==> src/rtl/param_calc_core.sv <==
`default_nettype none
// ============================================================================
// Module      : param_calc_core
// Description : W-bit calculator core. Add/sub (signed or unsigned) finish in
//               one cycle; mult/sqr use a W-step shift-add multiplier. Drives
//               a registered result plus an LED bank that flashes on overflow.
// Revision    : 1.0 - initial release
// ============================================================================
module param_calc_core #(
  parameter int W         = 8,
  parameter int FLASH_BIT = 25
) (
  input  logic           clk,
  input  logic           reset,
  input  logic           start,
  input  logic [1:0]     op,
  input  logic           sgd,
  input  logic [W-1:0]   A,
  input  logic [W-1:0]   B,
  output logic           busy,
  output logic           done,
  output logic [2*W-1:0] result,
  output logic           neg,
  output logic           valid,
  output logic [W:0]     led
);

  localparam int c_CW = $clog2(W);
  localparam int c_FW = FLASH_BIT + 1;

  typedef enum logic [1:0] {
    S_IDLE   = 2'd0,
    S_ADDSUB = 2'd1,
    S_MUL    = 2'd2
  } state_t;

  state_t          r_state;
  state_t          w_next;
  logic            w_load;
  logic            w_commit_as;
  logic            w_commit_mul;

  logic            r_sub;
  logic            r_sgd;
  logic [W-1:0]    r_a;
  logic [W-1:0]    r_b;        // second operand; doubles as the multiplier shift register
  logic [2*W-1:0]  r_mcand;
  logic [2*W-1:0]  r_acc;
  logic [c_CW-1:0] r_cnt;
  logic [c_FW-1:0] r_flash_cnt;

  logic            r_done;
  logic [2*W-1:0]  r_result;
  logic            r_neg;
  logic            r_valid;

  logic [W:0]      w_ea;
  logic [W:0]      w_eb;
  logic [W:0]      w_sum;
  logic [W:0]      w_mag;
  logic [W-1:0]    w_as_res;
  logic            w_as_neg;
  logic            w_as_valid;
  logic [2*W-1:0]  w_acc_nxt;

  // State register; reset wins over any pending start
  always_ff @(posedge clk) begin
    if (reset) r_state <= S_IDLE;
    else       r_state <= w_next;
  end

  // Next-state decode and per-cycle load/commit strobes
  always_comb begin
    w_next       = r_state;
    w_load       = 1'b0;
    w_commit_as  = 1'b0;
    w_commit_mul = 1'b0;
    case (r_state)
      S_IDLE: begin
        if (start) begin
          w_load = 1'b1;
          w_next = op[1] ? S_MUL : S_ADDSUB;
        end
      end
      S_ADDSUB: begin
        w_commit_as = 1'b1;
        w_next      = S_IDLE;
      end
      S_MUL: begin
        if (r_cnt == c_CW'(W - 1)) begin
          w_commit_mul = 1'b1;
          w_next       = S_IDLE;
        end
      end
      default: w_next = S_IDLE;
    endcase
  end

  // Add/sub in W+1 bits. Unsigned: bit W is carry (add) or borrow (sub), and
  // either way a set bit W means the value does not fit. Signed: bit W is the
  // true sign and overflow shows as bits W and W-1 disagreeing.
  always_comb begin
    w_ea  = r_sgd ? {r_a[W-1], r_a} : {1'b0, r_a};
    w_eb  = r_sgd ? {r_b[W-1], r_b} : {1'b0, r_b};
    w_sum = r_sub ? (w_ea - w_eb) : (w_ea + w_eb);
    w_mag = w_sum[W] ? (~w_sum + 1'b1) : w_sum;
    if (r_sgd) begin
      w_as_res   = w_mag[W-1:0];
      w_as_neg   = w_sum[W];
      w_as_valid = (w_sum[W] == w_sum[W-1]);
    end else begin
      w_as_res   = w_sum[W-1:0];
      w_as_neg   = 1'b0;
      w_as_valid = ~w_sum[W];
    end
    w_acc_nxt = r_acc + (r_b[0] ? r_mcand : {(2*W){1'b0}});
  end

  // Operand latch, multiplier iteration and result commit
  always_ff @(posedge clk) begin
    if (reset) begin
      r_sub    <= 1'b0;
      r_sgd    <= 1'b0;
      r_a      <= '0;
      r_b      <= '0;
      r_mcand  <= '0;
      r_acc    <= '0;
      r_cnt    <= '0;
      r_done   <= 1'b0;
      r_result <= '0;
      r_neg    <= 1'b0;
      r_valid  <= 1'b0;
    end else begin
      r_done <= w_commit_as | w_commit_mul;
      if (w_load) begin
        r_sub   <= op[0];
        r_sgd   <= sgd;
        r_a     <= A;
        r_b     <= (op == 2'b11) ? A : B;
        r_mcand <= {{W{1'b0}}, A};
        r_acc   <= '0;
        r_cnt   <= '0;
      end else if (r_state == S_MUL) begin
        r_acc   <= w_acc_nxt;
        r_mcand <= r_mcand << 1;
        r_b     <= r_b >> 1;
        r_cnt   <= r_cnt + c_CW'(1);
      end
      if (w_commit_as) begin
        r_result <= {{W{1'b0}}, w_as_res};
        r_neg    <= w_as_neg;
        r_valid  <= w_as_valid;
      end else if (w_commit_mul) begin
        r_result <= w_acc_nxt;
        r_neg    <= 1'b0;
        r_valid  <= 1'b1;
      end
    end
  end

  // Free-running blink source for the LED bank
  always_ff @(posedge clk) begin
    if (reset) r_flash_cnt <= '0;
    else       r_flash_cnt <= r_flash_cnt + c_FW'(1);
  end

  assign busy   = (r_state != S_IDLE);
  assign done   = r_done;
  assign result = r_result;
  assign neg    = r_neg;
  assign valid  = r_valid;
  assign led    = r_valid ? {r_neg, r_result[W-1:0]} : {(W+1){r_flash_cnt[FLASH_BIT]}};

endmodule
`default_nettype wire
==> config.mk <==
export PLATFORM = sky130hd
export DESIGN_NAME = param_calc_core
export DESIGN_NICKNAME = d
export VERILOG_FILES = /design/src/rtl/param_calc_core.sv
export SDC_FILE = /design/constraint.sdc
export NUM_CORES = 1
export LEC_CHECK = 0
export CAP_MARGIN = 20
export CORE_MARGIN = 3
export CORE_UTILIZATION = 55
export CTS_BUF_LIST = sky130_fd_sc_hd__clkbuf_4 sky130_fd_sc_hd__clkbuf_8
export CTS_CLUSTER_SIZE = 20
export DETAILED_ROUTE_END_ITERATION = 10
export GPL_ROUTABILITY_DRIVEN = 0
export PLACE_DENSITY_LB_ADDON = 0.08
export REMOVE_ABC_BUFFERS = 1
export SYNTH_ARGS = -nofsm -noshare
export SYNTH_HDL_FRONTEND = slang
export SYNTH_SLANG_ARGS = --single-unit
==> constraint.sdc <==
create_clock -name clk -period 3.8 [get_ports clk]
set_input_delay 0.76 -clock clk [delete_from_list [all_inputs] [get_ports clk]]
set_output_delay 0.76 -clock clk [all_outputs]
set_load 0.01 [all_outputs]
==> impl_metrics.py <==
metrics = {
    "run_status": {
        "status": "complete, no violations",
    },
    "drt": {
        "post_drt_wl_per_cell_um": 14.79,
        "drc": 0,
        "avgViaCountPerCell": 5.600,
        "drt_iter0_drc": 195,
        "drtPass1Iterations": 4,
        "ant_nets": 0,
        "vias": 4827,
        "drt-total-wl_um": 12750,
    },
    "sta": {
        "rsz0062_at_grt": "no",
        "holdWs_ns": 0.4504,
        "worst_pin_slew_ns": 0.9207,
        "finalCritPeriodShare_pct": 83.65,
        "tns_ns": 0,
        "drv_slew": 0,
        "fin_crit_ns": 3.179,
        "max_freq_mhz": 314.6,
        "hold_viol": 0,
        "maxSlewHeadroom_pct": 38.50,
        "setup_viol": 0,
        "clock_skew_ns": 0.01086,
    },
    "place": {
        "dp_hpwl_um": 9284,
        "io_buffer_count": 50,
    },
    "synthesis": {
        "synth-seq-cells": 100,
        "synth_ff_type": "dfxtp_1",
        "synth_cell_types": 54,
        "async_flop_share_pct": 0,
        "syn_avg_cell_area_sq_um": 7.867,
        "synth-edff-count": 0,
        "syn-instance-count": 696,
        "yosysWarningCount": 0,
        "yosysSeqAreaShare_pct": 36.56,
        "syn_area_sq_um": 5475,
    },
    "clock_tree": {
        "clock_latency_ns": 0.37,
        "clock_sinks": 100,
        "cts_root_buffer": "clkbuf_8",
        "cts_max_level": 3,
        "post_cts_buffers": 0,
        "clk_pin_slew_ns": 0.10,
        "cts_buffers": 9,
        "postCtsHoldBufs": 0,
        "clockBufferDepth": 2,
        "cts_tree": "yes",
        "post_cts_resized": 0,
    },
    "grt": {
        "grt_first_pass_wirelength_um": 21530,
        "grt_usage_pct": 23.37,
        "overflow": 0,
        "grt_max_degree": 66,
        "antenna_found_initial": 0,
        "grt_pass1_vias": 4645,
    },
    "floorplan": {
        "io_pins": 51,
        "coreArea_sq_um": 9459,
        "die_w_um": 105.8,
        "initial_utilization_pct": 57.88,
        "dieArea_sq_um": 11190,
        "die_h_um": 105.8,
        "fp-row-count": 35,
    },
    "pwr": {
        "peakVddDrop_v": 0.0002823,
        "power.total_mw": 2.401,
        "p_sw_mw": 0.7076,
        "p_sw_share_pct": 29.48,
        "internal_power_mw": 1.693,
        "power.leakage_nw": 2.353,
        "combinationalPowerShare_pct": 21.3,
        "p_seq_share_pct": 46.6,
        "clockPowerShare_pct": 32.1,
        "p_per_area_nw_per_um2": 383.5,
    },
    "flow_run": {
        "drv_cap": 0,
    },
    "worst_setup_path": {
        "r2r_slack_ns": 0.62,
        "required_ns": 4.09,
        "crit_path_start_kind": "register",
        "end_kind": "register",
        "crit_path_max_fanout": 7,
        "worst-setup-path-type": "reg -> reg",
        "r2r-start": "r_b[1]$_SDFFE_PP0P_",
        "rr_endpoint": "result[7]$_SDFFE_PP0P_",
        "worstRegToRegCells": 14,
        "crit_arrival_ns": 3.47,
        "critPathLaunch": "r_b[1]$_SDFFE_PP0P_",
    },
    "final_layout": {
        "antenna_cells": 0,
        "areaGrowthSynthToFinish_pct": 14.33,
        "nFillCells": 830,
        "layout.nets": 780,
        "layout-drive-gt1-share_pct": 5.593,
    },
    "hold_path": {
        "hold_path_end": "r_flash_cnt[0]$_SDFF_PP0_",
        "whs_path_depth": 1,
        "worst_hold_startpoint": "r_flash_cnt[0]$_SDFF_PP0_",
        "hold_path_class": "reg -> reg",
    },
}
-- per-layer routing --
layer | wire, um | global-route usage, % | part of all wire, %
met5 | 0 | 0 | 0
met1 | 5845 | 29.06 | 46
met4 | 267 | 8.603 | 2.1
met3 | 534 | 4.593 | 4.2
met2 | 6101 | 40.03 | 48
-- critical path, stage by stage (launching register included) --
cell and delay (ns):
dfxtp_1 0.36, inv_1 0.07, ha_1 0.18, nor4b_4 0.32, a21oi_1 0.14, xnor2_1 0.15, ha_1 0.32, o21a_1 0.15
o21ai_0 0.08, a22oi_1 0.43, and4_4 0.32, nor2_4 0.07, o21bai_1 0.19, xor2_1 0.18, o22ai_1 0.16
-- stage by stage --
step | utilization [%] | std cells | instance area, sq um | setup slack (ns)
after floorplan | - | 661 | 5319 | 0.7052
after global placement | 63.60 | 845 | 6016 | 0.7881
after detailed placement | 63.60 | 845 | 6016 | 0.7051
after CTS | 66.02 | 861 | 6245 | 0.6672
after global routing | 66.18 | 862 | 6260 | 0.3127
final | 66.18 | 862 | 6260 | 0.6211
-- worst max-delay path by stage --
stage	depth (start not counted)	slack (ns)	endpoint
final	14	0.62	result[7]$_SDFFE_PP0P_
after global routing	14	0.31	result[7]$_SDFFE_PP0P_
after CTS	14	0.67	result[7]$_SDFFE_PP0P_
after detailed placement	12	0.71	result[7]$_SDFFE_PP0P_
after global placement	11	0.79	result[3]$_SDFFE_PP0P_
after floorplan	11	0.71	result[3]$_SDFFE_PP0P_
-- area by class of cell --
| cell class | instances | area, sq um | share of cell area [%] |
|---|---|---|---|
| clock buffers | 11 | 145.1 | 2.319 |
| clock inverters | 5 | 83.83 | 1.339 |
| inverters | 14 | 52.55 | 0.8395 |
| multi-input cells | 547 | 3267 | 52.19 |
| flip-flops and latches | 100 | 2002 | 31.98 |
| well taps | 129 | 161.4 | 2.578 |
| repair buffers | 56 | 548.0 | 8.755 |
-- cell usage after synthesis (all sizes together) (11+ instances only) --
library cell	count	area share, %
a211oi	12	1.9
a21oi	74	6.8
a31oi	13	1.6
and2	17	1.9
and3	16	1.9
buf	11	1.2
clkbuf	24	1.6
dfxtp	100	37
ha	28	6.4
inv	14	0.96
nand2	163	11
nand3	16	1.5
nor2	53	3.9
o21ai	14	1.3
xnor2	27	4.3
xor2	27	4.3
-- flip-flops by register name, summed over array words and instances, names as in the netlist --
register     count
r_sgd            1
r_a              8
r_state          2
neg              1
valid            1
done             1
r_mcand         16
result          16
r_cnt            3
r_sub            1
r_b              8
r_flash_cnt     26
r_acc           16
-- cells in the final DEF, fill, tap and decap left out, types with 7 or more instances in the layout --
cell type,count
a31oi_1,12
o21ai_0,14
a211oi_1,11
nor3_1,8
dfxtp_1,100
clkdlybuf4s50_1,49
a21oi_1,73
xnor2_1,27
xor2_1,27
inv_1,14
nand2_1,163
and3_1,15
a311oi_1,7
nand3_1,16
nand2b_1,8
ha_1,28
nor2_1,50
clkbuf_8,10
and2_1,17
-- power by group through the flow --
stage	Sequential, mW	Clock [mW]	Combinational, mW
final	1.12	0.771	0.511
after floorplan	1.14	0	0.352
after global routing	1.13	0.820	0.565
after CTS	1.12	0.786	0.504
after global placement	1.14	0	0.486
after detailed placement	1.14	0	0.499
-- kinds of logic after synthesis --
kind of cell / share of synthesized area, %
flops: 36.56
buf+inv: 3.816
fa+ha+maj: 7.130
mux: 0.5713
simple gates: 26.07
xor+xnor: 8.638
compound gates: 17.21
Power figures use the tool's default switching activity.
